<file path="src/rtl/queue_reader.sv">
// rtl/queue_reader.sv - pops command messages from the queue, range-checks them and holds them for the board controller
module queue_reader #(
   parameter int coord_bits = 4,
   parameter int board_w    = 16,
   parameter int board_h    = 16,
   parameter int msg_width  = 2 + 2*coord_bits
) (
   input  logic                  clock,
   input  logic                  reset_n,
   input  logic                  q_empty,
   input  logic [msg_width-1:0]  q_data,
   output logic                  q_read_ack,
   output logic                  cmd_valid,
   input  logic                  cmd_ready,
   output logic [1:0]            cmd_op,
   output logic [coord_bits-1:0] cmd_x,
   output logic [coord_bits-1:0] cmd_y,
   input  logic                  flush,
   output logic [7:0]            err_count,
   output logic                  busy
);

   typedef enum logic [1:0] {
      S_IDLE = 2'd0,
      S_POP  = 2'd1,
      S_WAIT = 2'd2,
      S_HOLD = 2'd3
   } state_t;

   state_t state, state_next;

   logic [1:0]            msg_op;
   logic [coord_bits-1:0] msg_x;
   logic [coord_bits-1:0] msg_y;
   logic                  msg_ok;
   logic                  load_cmd;
   logic                  count_err;

   assign msg_op = q_data[msg_width-1 -: 2];
   assign msg_x  = q_data[2*coord_bits-1 -: coord_bits];
   assign msg_y  = q_data[coord_bits-1:0];

   // Coordinates are zero-extended so the board bounds compare as plain unsigned numbers.
   assign msg_ok = (msg_op != 2'd3)
                && ({{(32-coord_bits){1'b0}}, msg_x} < $unsigned(board_w))
                && ({{(32-coord_bits){1'b0}}, msg_y} < $unsigned(board_h));

   always_comb begin
      state_next = state;
      load_cmd   = 1'b0;
      count_err  = 1'b0;
      case (state)
         S_IDLE: if (!q_empty) state_next = S_POP;
         S_POP:  state_next = S_WAIT;
         S_WAIT: begin
            if (msg_ok) begin
               state_next = S_HOLD;
               load_cmd   = !flush;
            end else begin
               state_next = S_IDLE;
               count_err  = !flush;
            end
         end
         S_HOLD: if (cmd_ready) state_next = q_empty ? S_IDLE : S_POP;
         default: state_next = S_IDLE;
      endcase
      // Abort wins over every transition, including a simultaneous accept in HOLD.
      if (flush) state_next = S_IDLE;
   end

   always_ff @(posedge clock or negedge reset_n) begin
      if (!reset_n) begin
         state     <= S_IDLE;
         cmd_op    <= '0;
         cmd_x     <= '0;
         cmd_y     <= '0;
         err_count <= '0;
      end else begin
         state <= state_next;
         if (load_cmd) begin
            cmd_op <= msg_op;
            cmd_x  <= msg_x;
            cmd_y  <= msg_y;
         end
         if (count_err && (err_count != 8'hff)) err_count <= err_count + 8'd1;
      end
   end

   assign q_read_ack = (state == S_POP);
   assign cmd_valid  = (state == S_HOLD);
   assign busy       = (state != S_IDLE);

endmodule

</file>
<file path="config.mk">
export PLATFORM = sky130hd
export DESIGN_NAME = queue_reader
export DESIGN_NICKNAME = d
export VERILOG_FILES = /design/src/rtl/queue_reader.sv
export SDC_FILE = /design/constraint.sdc
export NUM_CORES = 1
export LEC_CHECK = 0
export ABC_AREA = 0
export CAP_MARGIN = 20
export CORE_MARGIN = 4
export CORE_UTILIZATION = 60
export CTS_BUF_LIST = sky130_fd_sc_hd__clkbuf_8
export DETAILED_ROUTE_END_ITERATION = 8
export DONT_BUFFER_PORTS = 1
export PLACE_DENSITY = 0.76
export SKIP_LAST_GASP = 1
export SLEW_MARGIN = 20
export SYNTH_ARGS = -nofsm -noshare
export SYNTH_HDL_FRONTEND = slang
export SYNTH_SLANG_ARGS = --single-unit
export TNS_END_PERCENT = 20
</file>
<file path="constraint.sdc">
create_clock -name clock -period 3 [get_ports clock]
set_clock_uncertainty 0.2 [all_clocks]
set_input_delay 0.45 -clock clock [delete_from_list [all_inputs] [get_ports clock]]
set_output_delay 0.45 -clock clock [all_outputs]
set_load 0.005 [all_outputs]
</file>
-- Word-level counts from Yosys, hierarchy flattened
Cells that the tools add are included.
- register bits: 20
- latch bits: 0
- memory bits (writable): 0
- ROM bits: 0
- input port bits: 15
- logic and storage cells: 28
- memories kept: 0
- add/subtract/negate cells: 1
- $mul: 0
- divide/modulo/power cells: 0
- order comparisons: 0
- equality and inequality tests: 7
- shifts and indexed selects: 0
- muxes and demuxes: 10
- bitwise operators: 0
- reductions and logical operators: 5
- operators by type and width (cell ; count):
    adder 8 x 1 -> 8 bit (second input constant) ; 1
    2-to-1 mux 2 bit ; 4
    != test 8 bit (second input constant) ; 1
    one-hot mux 2 bit (4 select lines) ; 1
    2-to-1 mux 1 bit ; 5
    equality test 2 bit (second input constant) ; 2
    != test 3 x 1 -> 1 bit (second input constant) ; 1
    != test 3 bit (second input constant) ; 1
    equality test 2 x 1 -> 1 bit (second input constant) ; 1
    logical NOT 2 bit ; 1
    != test 2 bit (second input constant) ; 1
    AND reduction 2 bit ; 1
    nonzero test 2 bit ; 1
    logical AND 1 bit ; 1
    logical NOT 1 bit ; 1

-- Longest topological paths before layout
Gate-level depths: netlist of the first run.
- depth after elaboration: 4
- depth in mapped cells: 5
- gate-level depth less buffers: 5

-- Least setup slack after synthesis of the first run
OpenSTA, ideal clock, no wires.
- path type: flip-flop to flip-flop
- start point: register state[0]
- end point: register err_count[6]
- arrival: 1.623 ns
- required time: 2.673 ns
- path slack: 1.050 ns
- cell stages (with the launch flop): 5
- buffers on the path: 0
- clock period less this slack: 1.950 ns
- cell sequence: dfrtp_1 -> or3b_4 -> or3_4 -> nor2_2 -> mux2_1
- word-level cells in the longest chain between the ends: 3
- RTL lines (element ; RTL line ; source):
    from (decl) ; 30 ; state_t state, state_next;
    from (signal assigned) ; 79 ; state <= state_next;
    equality test 2 bit ; 52 ; case (state)
    2-to-1 mux 1 bit ; 52 ;
    logical AND 1 bit ; 85 ; if (count_err && (err_count != 8'hff)) err_count <= err_count + 8'd1;
    to (signal assigned) ; 85 ;
    to (decl) ; 19 ; output logic [7:0] err_count,
Every way passes these cells.
A chain may end at the register's enable or synchronous reset.

-- Worst setup path after layout of the first run
Same ends and word-level chain as after synthesis.

==> results by group, run 1 <==
Place
  • Detailed Place HPWL: 1230 um
  • Gpl congestion: 0.806
  • # port buffers: 0
  • Pre-CTS WS: 977 ps

Pwr
  • Leak: 0.000449 uW
  • Clock Power Share: 0.292
  • VDD IR max: 0.452 mV
  • Total Power: 693 uW
  • Sw Pwr: 183 uW
  • Seq pwr share: 0.577
  • PwrDens: 690 mW/mm^2
  • Net Sw Frac: 0.264
  • Cell Int Power: 510 uW
  • Combinational share of power: 0.131

Synthesis
  • Syn Inst Count: 85
  • Synth area leader: dfrtp_1
  • Synthesized area: 921 sq um
  • Syn Area/Cell: 10.8 sq um
  • Syn Nets: 101
  • Netlist cell types: 27
  • Seq/Total Area, Yosys: 0.543
  • Post-synth top area share: 0.543
  • Ys Warns: 0
  • Top cells by area, synth: dfrtp_1 (54%), mux2_2 (11%), nor2_1 (6.1%)
  • Register bit total from synthesis: 20

CTS
  • Total CTS buffers: 3
  • Clk buf depth: 2
  • CTS sink cnt: 20
  • Clock Pin Slew Worst Setup and Hold Paths: 70 ps
  • CTS H-tree depth: 1
  • Post-CTS setup buffers: 0
  • Clk root buf: clkbuf_8
  • Worst-Skew Late Latency: 260 ps
  • CTS tree: done

Global route
  • Total global-route track usage: 0.169
  • Initial antenna violation count: 0
  • Vias in the first global route: 617
  • Global-route wire length before repair: 2560 um
  • Largest net degree at the start of global routing: 21
  • GRT overflow: 0

Cells and area
  • Antenna cells: 0
  • Share of post-route cells with drive strength above 1: 0.200
  • NumNets Final: 107
  • End-of-flow core utilization: 0.735
  • Area Growth Syn to Fin: 9.10%

Critical path
  • Endpoint class of the critical path: flip-flop
  • Worst reg2reg path depth: 4
  • CP max-delay cell: dfrtp_1
  • CP cell instances: or3b_4 -> or3_4 -> nor2_2 -> mux2_1
  • Critical path peak fanout: 9
  • Worst reg2reg startpoint: state[0]
  • Arr. time, crit path: 1980 ps
  • Flop-to-flop setup slack: 960 ps
  • Startpoint types: flip-flop
  • FF-to-FF End: err_count[6]
  • Req. time, crit path: 2940 ps
  • Setup Crit Path Kind: reg -> reg
  • CP bufs+invs: 0
  • Crit-path max cell delay: 460 ps
  • Critical path's top delay family: simple AND/OR/NAND/NOR gates

STA
  • Final period utilization: 0.681
  • FMAX: 489 MHz
  • Measured slew at the worst slew-check pin: 835 ps
  • Max transition margin: 0.441
  • RSZ-0062 raised after global routing: no
  • Post-layout worst setup margin: 957 ps
  • Final hold viol count: 0
  • Setup_tns: 0 ps
  • Minimum clock period: 2040 ps
  • Final-report setup violation count: 0
  • Final Max Slew Viols: 0

Route
  • DR WL/cell: 15.7 um
  • DRC Markers: 0
  • Routed wire length: 1650 um
  • Initial drt markers: 9
  • Vias per cell: 5.84
  • Routed Antenna Nets: 0
  • Routed via count: 613
  • Initial DRT Pass Iterations: 4

Min path
  • Hold Crit Depth: 1
  • Hold WC Path Type: in -> reg
  • Worst Hold Launch: flush
  • Hold path endpoint: state[1]

Floorplan
  • Starting density of the core: 0.674
  • Die Width: 47.2 um
  • Die footprint: 0.00223 sq mm
  • Core area: 0.00137 sq mm
  • Io pins: 36
  • Die Y: 47.2 um
  • Row count: 13

Status
  • Status: finished, final reports clean

Run
  • Max Cap Viol: 0
## worst max-delay path by stage
stage | startpoint | end | slack (ps) | cells past startpoint
3_5_place_dp | state[0] | err_count[6] | 980 | 4
5_1_grt | state[0] | err_count[6] | 900 | 4
6_report | state[0] | err_count[6] | 960 | 4
2_1_floorplan | state[0] | err_count[6] | 1050 | 4
4_1_cts | state[0] | err_count[6] | 950 | 4
3_3_place_gp | state[0] | err_count[6] | 1020 | 4
## power by group through the flow
stage	registers, uW	clock network [uW]	logic, uW
2_1_floorplan	389	0	75.8
3_3_place_gp	404	0	81.0
3_5_place_dp	405	0	86.9
4_1_cts	402	202	92.6
5_1_grt	413	215	107
6_report	400	203	90.6
## Yosys cell counts, drive strengths merged
library cell / count
or3b: 1
inv: 1
a21oi: 3
ha: 1
and2b: 1
mux2: 11
or2: 1
nand3: 3
or2b: 1
nor3: 4
dfrtp: 20
xor2: 1
nand2: 9
a2111oi: 1
nor3b: 1
nor2: 16
nand4: 1
mux2i: 1
o21ai: 2
and2: 2
xnor2: 1
nand2b: 1
and3: 1
or3: 1
## kinds of logic (layout without fill, tap and decap cells)
logic type	after synthesis	after routing	synth area share
AND/OR/NAND/NOR	43	43	0.238
flip-flops	20	20	0.543
multiplexers	12	12	0.145
AO/OA/AOI/OAI	6	6	0.0367
XOR/XNOR	2	2	0.0190
adder cells (fa/ha/maj)	1	1	0.0136
buffers and inverters	1	6	0.00407
## worst reg2reg max path, cell delays in order (launching register included)
cell	delay, ps
dfrtp_1	460
or3b_4	450
or3_4	390
nor2_2	90
mux2_1	330
## timing repair
item	4_1_cts	5_1_grt
hold buffers	1	0
hold endpoints to repair	20	0
resized for setup	0	0
## sequential cells by signal (all words and copies together), names as in the netlist
name	flops
cmd_y	4
cmd_op	2
cmd_x	4
err_count	8
state	2
## per-stage QoR
stage / hold WS, ps / cells / area [sq um]
5_1_grt: 48.7 / 105 / 1000
3_3_place_gp: -45.2 / 100 / 940
6_report: 47.9 / 105 / 1000
4_1_cts: 48.4 / 105 / 1000
2_1_floorplan: -45.6 / 85 / 921
3_5_place_dp: -45.1 / 100 / 940
## layout by cell type (no fill, tap or decap), types with 2 or more instances in the layout
cell       n
mux2_1     2
dfrtp_1   20
nor3_1     4
nand3_1    3
nor2_1    15
mux2_2     9
and2_1     2
nand2_1    9
a21oi_1    3
clkbuf_8   4
## final cells by class
type | instances | area [sq um]
Sequential cell | 20 | 500
Timing Repair Buffer | 1 | 10.0
Fill cell | 104 | 362
Tap cell | 15 | 18.8
Clock buffer | 4 | 55.1
Multi-Input combinational cell | 64 | 417
Inverter | 1 | 3.75
## metal layers
| layer | wire length, um | global-route usage | share of wire |
|---|---|---|---|
| met1 | 656 | 0.202 | 0.40 |
| met2 | 789 | 0.263 | 0.48 |
| met3 | 172 | 0.0690 | 0.10 |
| met4 | 29 | 0.0829 | 0.018 |
| met5 | 0 | 0 | 0 |
Note: power is estimated with default switching activity, not from simulation.
==> run 2, diff against run 1 <==
Settings changed: CORE_UTILIZATION 60 to 57, PLACE_DENSITY 0.76 to 0.75.
Clock period 3 ns to 1.78 ns, I/O delays scaled along.
==> results by group, run 2 (synthesis results as in run 1) <==
Cells and area
  • Commonest non-fill, non-tap cell in the layout: dfrtp_1
  • Register Area: 500 sq um (unchanged)
  • Largest regs: err_count: 8 flops, cmd_x: 4 flops, cmd_y: 4 flops
  • Share of post-route cells with drive strength above 1: 0.282 (+0.0818)
  • End-of-flow core utilization: 0.801 (+0.0660)
  • Register bank with the most flops: err_count
  • Largest register FFs: 8 (unchanged)
  • Fill cell count: 101 (-2.9%)
  • Antenna cells: 0 (unchanged)
  • Final Instance Area: 0.00122 sq mm (+22%)
  • Commonest non-fill, non-tap cells in the layout: dfrtp_1 (20), nor2_1 (15), dlygate4sd3_1 (12)
  • NumNets Final: 127 (+19%)
  • Multi-input gate area: 438 sq um (+5.1%)
  • Area Growth Syn to Fin: 32.6%

Critical path
  • Crit-path max cell delay: 390 ps (-70 ps)
  • Flop-to-flop setup slack: -60 ps (-1020 ps)
  • Arr. time, crit path: 1790 ps (-190 ps)
  • Endpoint class of the critical path: flip-flop
  • Req. time, crit path: 1730 ps (-1210 ps)
  • CP cell instances: or3b_4 -> or3_4 -> nor2_4 -> mux2_1
  • Setup Crit Path Kind: reg -> reg
  • Worst reg2reg path depth: 4 (unchanged)
  • Critical path peak fanout: 2 (-7)
  • CP max-delay cell: dfrtp_1
  • Startpoint types: flip-flop

STA
  • Post-layout worst setup margin: -64.4 ps (-1020 ps)
  • RSZ-0062 raised after global routing: yes
  • FMAX: 542 MHz (+11%)
  • Max transition margin: 0.430 (-0.0112)
  • Final period utilization: 1.04 (+0.355)
  • Final-report setup violation count: 3 (+3)
  • Final Max Slew Viols: 0 (unchanged)
  • Final hold viol count: 0 (unchanged)
  • Measured slew at the worst slew-check pin: 852 ps (+16.7 ps)
  • WHS: 24.1 ps (-23.8 ps)
  • Minimum clock period: 1840 ps (-199 ps)

CTS
  • CTS sink cnt: 20 (unchanged)
  • Worst-Skew Late Latency: 260 ps (about the same)
  • Clock Pin Slew Worst Setup and Hold Paths: 80 ps (about the same)
  • CTS H-tree depth: 1 (unchanged)
  • Clk root buf: clkbuf_8
  • CTS tree: done
  • Clk buf depth: 2 (unchanged)
  • Total CTS buffers: 3 (unchanged)

Global route
  • Met3 usage: 0.0590 (-0.00992)
  • GRT overflow: 0 (unchanged)
  • Global-route wire length before repair: 3150 um (+23%)
  • Routing usage on met2: 0.328 (+0.0653)
  • Largest net degree at the start of global routing: 21 (unchanged)
  • GRT Max-Usage Layer: met2
  • Met1 Usage GRT: 0.238 (+0.0363)
  • Initial antenna violation count: 0 (unchanged)
  • Total global-route track usage: 0.198 (+0.0289)
  • Vias in the first global route: 738 (+20%)

Floorplan
  • Die Width: 48.2 um (+2.2%)
  • Core area: 0.00152 sq mm (+12%)
  • Row count: 14 (+1)
  • Die footprint: 0.00232 sq mm (+4.4%)
  • Die Y: 48.2 um (+2.2%)
  • Io pins: 36 (unchanged)
  • Starting density of the core: 0.604 (-0.0697)

Route
  • DRC Markers: 0 (unchanged)
  • Routed Antenna Nets: 0 (unchanged)
  • DR WL/cell: 17.2 um (+9.7%)
  • Vias per cell: 5.70 (-2.4%)
  • Initial DRT Pass Iterations: 4 (unchanged)
  • Routed wire length: 2170 um (+32%)
  • Routed via count: 718 (+17%)
  • Initial drt markers: 23 (+14)

Place
  • Placed Instance Area: 0.00100 sq mm (+6.5%)
  • Gpl congestion: 0.767 (-4.8%)
  • Detailed Place HPWL: 1410 um (+15%)
  • # port buffers: 0 (unchanged)

Pwr
  • VDD IR max: 0.711 mV (+57%)
  • Leak: 0.000543 uW (+21%)
  • PwrDens: 1110 mW/mm^2 (+61%)

Min path
  • Hold Crit Depth: 3 (+2)
  • Hold WC Path Type: in -> reg

Run
  • Max Cap Viol: 0 (unchanged)

Status
  • Failing checks: setup timing
  • Status: complete, but fails checks
[run 2: changes by cell type in the layout (fill, tap and decap cells not counted), sizes merged]
cell,delta
bufinv,+1
dlygate4sd3,+11
buf,+9
clkbuf,-1
[run 2: power by group]
| group | internal (uW) | total [uW] | leakage [uW] | switching (uW) |
|---|---|---|---|---|
| Clock | 300 | 454 | 0.0000357 | 154 |
| Combinational | 151 | 247 | 0.000255 | 95.8 |
| Sequential | 570 | 655 | 0.000252 | 85.2 |
| Total | 1020 | 1360 | 0.000543 | 335 |
[run 2: routing by layer]
layer  routed length (um)  vias up  share of wire
met5                    0        -              0
met4                   18        0         0.0083
met3                  180        4          0.083
met2                 1150       32           0.53
met1                  824      337           0.38
li1                     -      345              -
[run 2: repair_timing]
action / 4_1_cts / 5_1_grt
gates resized for setup: 0 / 5
setup endpoints to repair: 1 / 7
buffers inserted: 0 / 1
hold buffers: 12 / 0
cloned: 0 / 0
endpoints found under the hold margin: 32 / 0
[run 2: final cells by class]
class                           count  share of cell area
Tap cell                           16              0.0164
Clock buffer                        3              0.0338
Timing Repair Buffer               21               0.154
Sequential cell                    20               0.410
Clock inverter                      1              0.0246
Inverter                            1             0.00307
Multi-Input combinational cell     64               0.359
[run 2: metrics by stage]
step	setup WS [ps]	instances	TNS [ps]	total power, uW
finish	-64.4	126	-94.4	1360
global route	-151	126	-415	1430
CTS	-37.8	125	-37.8	1350
detailed placement	-27.5	109	-27.5	870
global placement	1.49	109	0	855
floorplan	-109	85	-109	783
[run 2: worst paths after layout]
| check | start | to |
|---|---|---|
| min in group asynchronous | reset_n | err_count[4] |
| worst min-delay path | q_empty | state[0] |
| worst max-delay path | state[0] | err_count[6] |
| worst min register to register | cmd_op[0] | cmd_op[0] |
| max in group asynchronous | reset_n | cmd_x[0] |
| worst max register to register | state[0] | err_count[6] |
[run 2: worst max-delay path: cells and delay by family, from the launching register on]
family,cells,cell delay (ps)
multiplexers,1,320
flip-flops,1,390
AND/OR/NAND/NOR,3,830
==> run 3, diff against run 2 <==
--- a/constraint.sdc
+++ b/constraint.sdc
@@ -3,3 +3,3 @@
 set_input_delay 0.267 -clock clock [delete_from_list [all_inputs] [get_ports clock]]
 set_output_delay 0.267 -clock clock [all_outputs]
-set_load 0.005 [all_outputs]
+set_load 0.02 [all_outputs]
==> results by group, run 3 (synthesis results as in run 1) <==
Route
  • DR WL/cell: 17.5 um (+1.8%)
  • Routed via count: 749 (+4.3%)
  • Vias per cell: 5.76 (+1.1%)
  • Routed Antenna Nets: 0 (unchanged)
  • Initial DRT Pass Iterations: 4 (unchanged)
  • Routed wire length: 2280 um (+5.0%)
  • DRC Markers: 0 (unchanged)
  • Initial drt markers: 6 (-74%)

Status
  • Status: complete, but fails checks
  • Failing checks: setup timing

Critical path
  • Arr. time, crit path: 1780 ps (about the same)
  • CP max-delay cell: dfrtp_1
  • FF-to-FF End: err_count[6]
  • Critical path peak fanout: 2 (unchanged)
  • CP bufs+invs: 0 (unchanged)
  • Worst reg2reg startpoint: state[0]
  • Req. time, crit path: 1730 ps (about the same)
  • Endpoint class of the critical path: flip-flop
  • Setup Crit Path Kind: reg -> reg
  • Critical path's top delay family: simple AND/OR/NAND/NOR gates
  • Crit-path max cell delay: 390 ps (about the same)
  • CP cell instances: or3b_4 -> or3_4 -> nor2_4 -> mux2_4
  • Worst reg2reg path depth: 4 (unchanged)
  • Flop-to-flop setup slack: -50 ps (about the same)
  • Startpoint types: flip-flop

STA
  • Final period utilization: 1.03 (-0.00610)
  • Measured slew at the worst slew-check pin: 859 ps (+7.62 ps)
  • Final-report setup violation count: 3 (unchanged)
  • Minimum clock period: 1830 ps (-10.9 ps)
  • Max transition margin: 0.425 (-0.00509)
  • Final hold viol count: 0 (unchanged)
  • Final Max Slew Viols: 0 (unchanged)
  • FMAX: 545 MHz (+0.59%)
  • Post-layout worst setup margin: -53.5 ps (+10.9 ps)
  • RSZ-0062 raised after global routing: yes

Cells and area
  • Largest regs: err_count: 8 flops, cmd_x: 4 flops, cmd_y: 4 flops
  • Share of post-route cells with drive strength above 1: 0.325 (+0.0427)
  • Largest register FFs: 8 (unchanged)
  • Area Growth Syn to Fin: 36.1%
  • Antenna cells: 0 (unchanged)
  • Commonest non-fill, non-tap cells in the layout: dfrtp_1 (19), nor2_1 (14), buf_4 (13), dlygate4sd3_1 (12)
  • NumNets Final: 131 (+3.1%)
  • Commonest non-fill, non-tap cell in the layout: dfrtp_1
  • End-of-flow core utilization: 0.823 (+0.0213)
  • Register bank with the most flops: err_count

CTS
  • CTS tree: done
  • Clk buf depth: 2 (unchanged)
  • CTS sink cnt: 20 (unchanged)
  • Post-CTS setup buffers: 0 (unchanged)
  • Worst-Skew Late Latency: 270 ps (about the same)
  • CTS H-tree depth: 1 (unchanged)
  • Total CTS buffers: 3 (unchanged)
  • Clock Pin Slew Worst Setup and Hold Paths: 80 ps (about the same)
  • Clk root buf: clkbuf_8

Floorplan
  • Die Width: 48.2 um (unchanged)
  • Row count: 14 (unchanged)
  • Io pins: 36 (unchanged)
  • Die Y: 48.2 um (unchanged)
  • Starting density of the core: 0.604 (unchanged)
  • Die footprint: 0.00232 sq mm (unchanged)
  • Core area: 0.00152 sq mm (unchanged)

Pwr
  • Cell Int Power: 1020 uW (-0.44%)
  • Leak: 0.000563 uW (+3.7%)
  • Net Sw Frac: 0.322 (+0.0750)
  • Sw Pwr: 483 uW (+44%)
  • PwrDens: 1200 mW/mm^2 (+7.7%)
  • Clock Power Share: 0.307 (-0.028)
  • Seq pwr share: 0.507 (+0.024)
  • Total Power: 1500 uW (+11%)
  • VDD IR max: 0.838 mV (+18%)
  • Combinational share of power: 0.186 (+0.004)

Place
  • Gpl congestion: 0.721 (-6.0%)
  • # port buffers: 0 (unchanged)
  • Detailed Place HPWL: 1420 um (+0.84%)

Global route
  • GRT overflow: 0 (unchanged)
  • Total global-route track usage: 0.224 (+0.0261)
  • Global-route wire length before repair: 3540 um (+12%)
  • Largest net degree at the start of global routing: 21 (unchanged)
  • Vias in the first global route: 786 (+6.5%)
  • Initial antenna violation count: 0 (unchanged)

Run
  • Max Cap Viol: 0 (unchanged)

Min path
  • Worst Hold Launch: q_empty
  • Hold WC Path Type: in -> reg
  • Hold path endpoint: state[0]
  • Hold Crit Depth: 3 (unchanged)
-- run 3: changes by cell type in the layout (fill, tap and decap cells not counted), sizes merged --
cell  change
buf       +4
-- run 3: worst max path at each step --
| stage | startpoint | endpoint | slack (ps) | cells after the start |
|---|---|---|---|---|
| after global routing | state[0] | err_count[6] | -100 | 4 |
| after floorplan | state[0] | err_count[6] | -110 | 4 |
| after CTS | state[0] | err_count[6] | -40 | 4 |
| after global placement | state[0] | err_count[6] | 0.9 | 4 |
| final | state[0] | err_count[6] | -50 | 4 |
| after detailed placement | state[0] | err_count[6] | -40 | 4 |
-- run 3: area by class of cell --
class / count / area (sq um)
Clock inverter: 1 / 30.0
Fill cell: 85 / 270
Tap cell: 16 / 20.0
Inverter: 1 / 3.75
Sequential cell: 20 / 502
Clock buffer: 3 / 41.3
Timing Repair Buffer: 25 / 218
Multi-Input combinational cell: 64 / 439
-- run 3: layer usage --
metal / track usage / wire (um) / share of wire
met5: 0 / 0 / 0
met4: 0.102 / 53 / 0.023
met3: 0.0627 / 167 / 0.073
met2: 0.378 / 1150 / 0.50
met1: 0.262 / 911 / 0.40
-- run 3: through the flow --
step	cells	area (sq um)	setup TNS [ps]	worst slack [ps]	hold slack (ps)
2_1_floorplan	85	922	-109	-109	-229
3_3_place_gp	114	1040	0	0.861	-228
3_5_place_dp	114	1040	-35.0	-35.0	-228
4_1_cts	130	1240	-76.1	-40.8	20.3
5_1_grt	130	1250	-432	-96.0	58.0
6_report	130	1250	-96.8	-53.5	28.1
-- run 3: what timing repair did --
item / in CTS / in global routing
resized for setup: 3 / 3
endpoints found under the setup margin: 2 / 6
endpoints found under the hold margin: 32 / 0
hold buffers: 12 / 0
-- run 3: power groups by stage --
stage	logic [uW]	registers (uW)	clock network, uW
floorplan	135	787	0
global placement	231	763	0
detailed placement	245	769	0
CTS	276	760	462
global route	306	776	482
finish	279	760	460
-- run 3: tightest hold or removal path, stage by stage --
cell and delay, ps:
nand3_1 50, o21ai_0 80, nor3_1 60
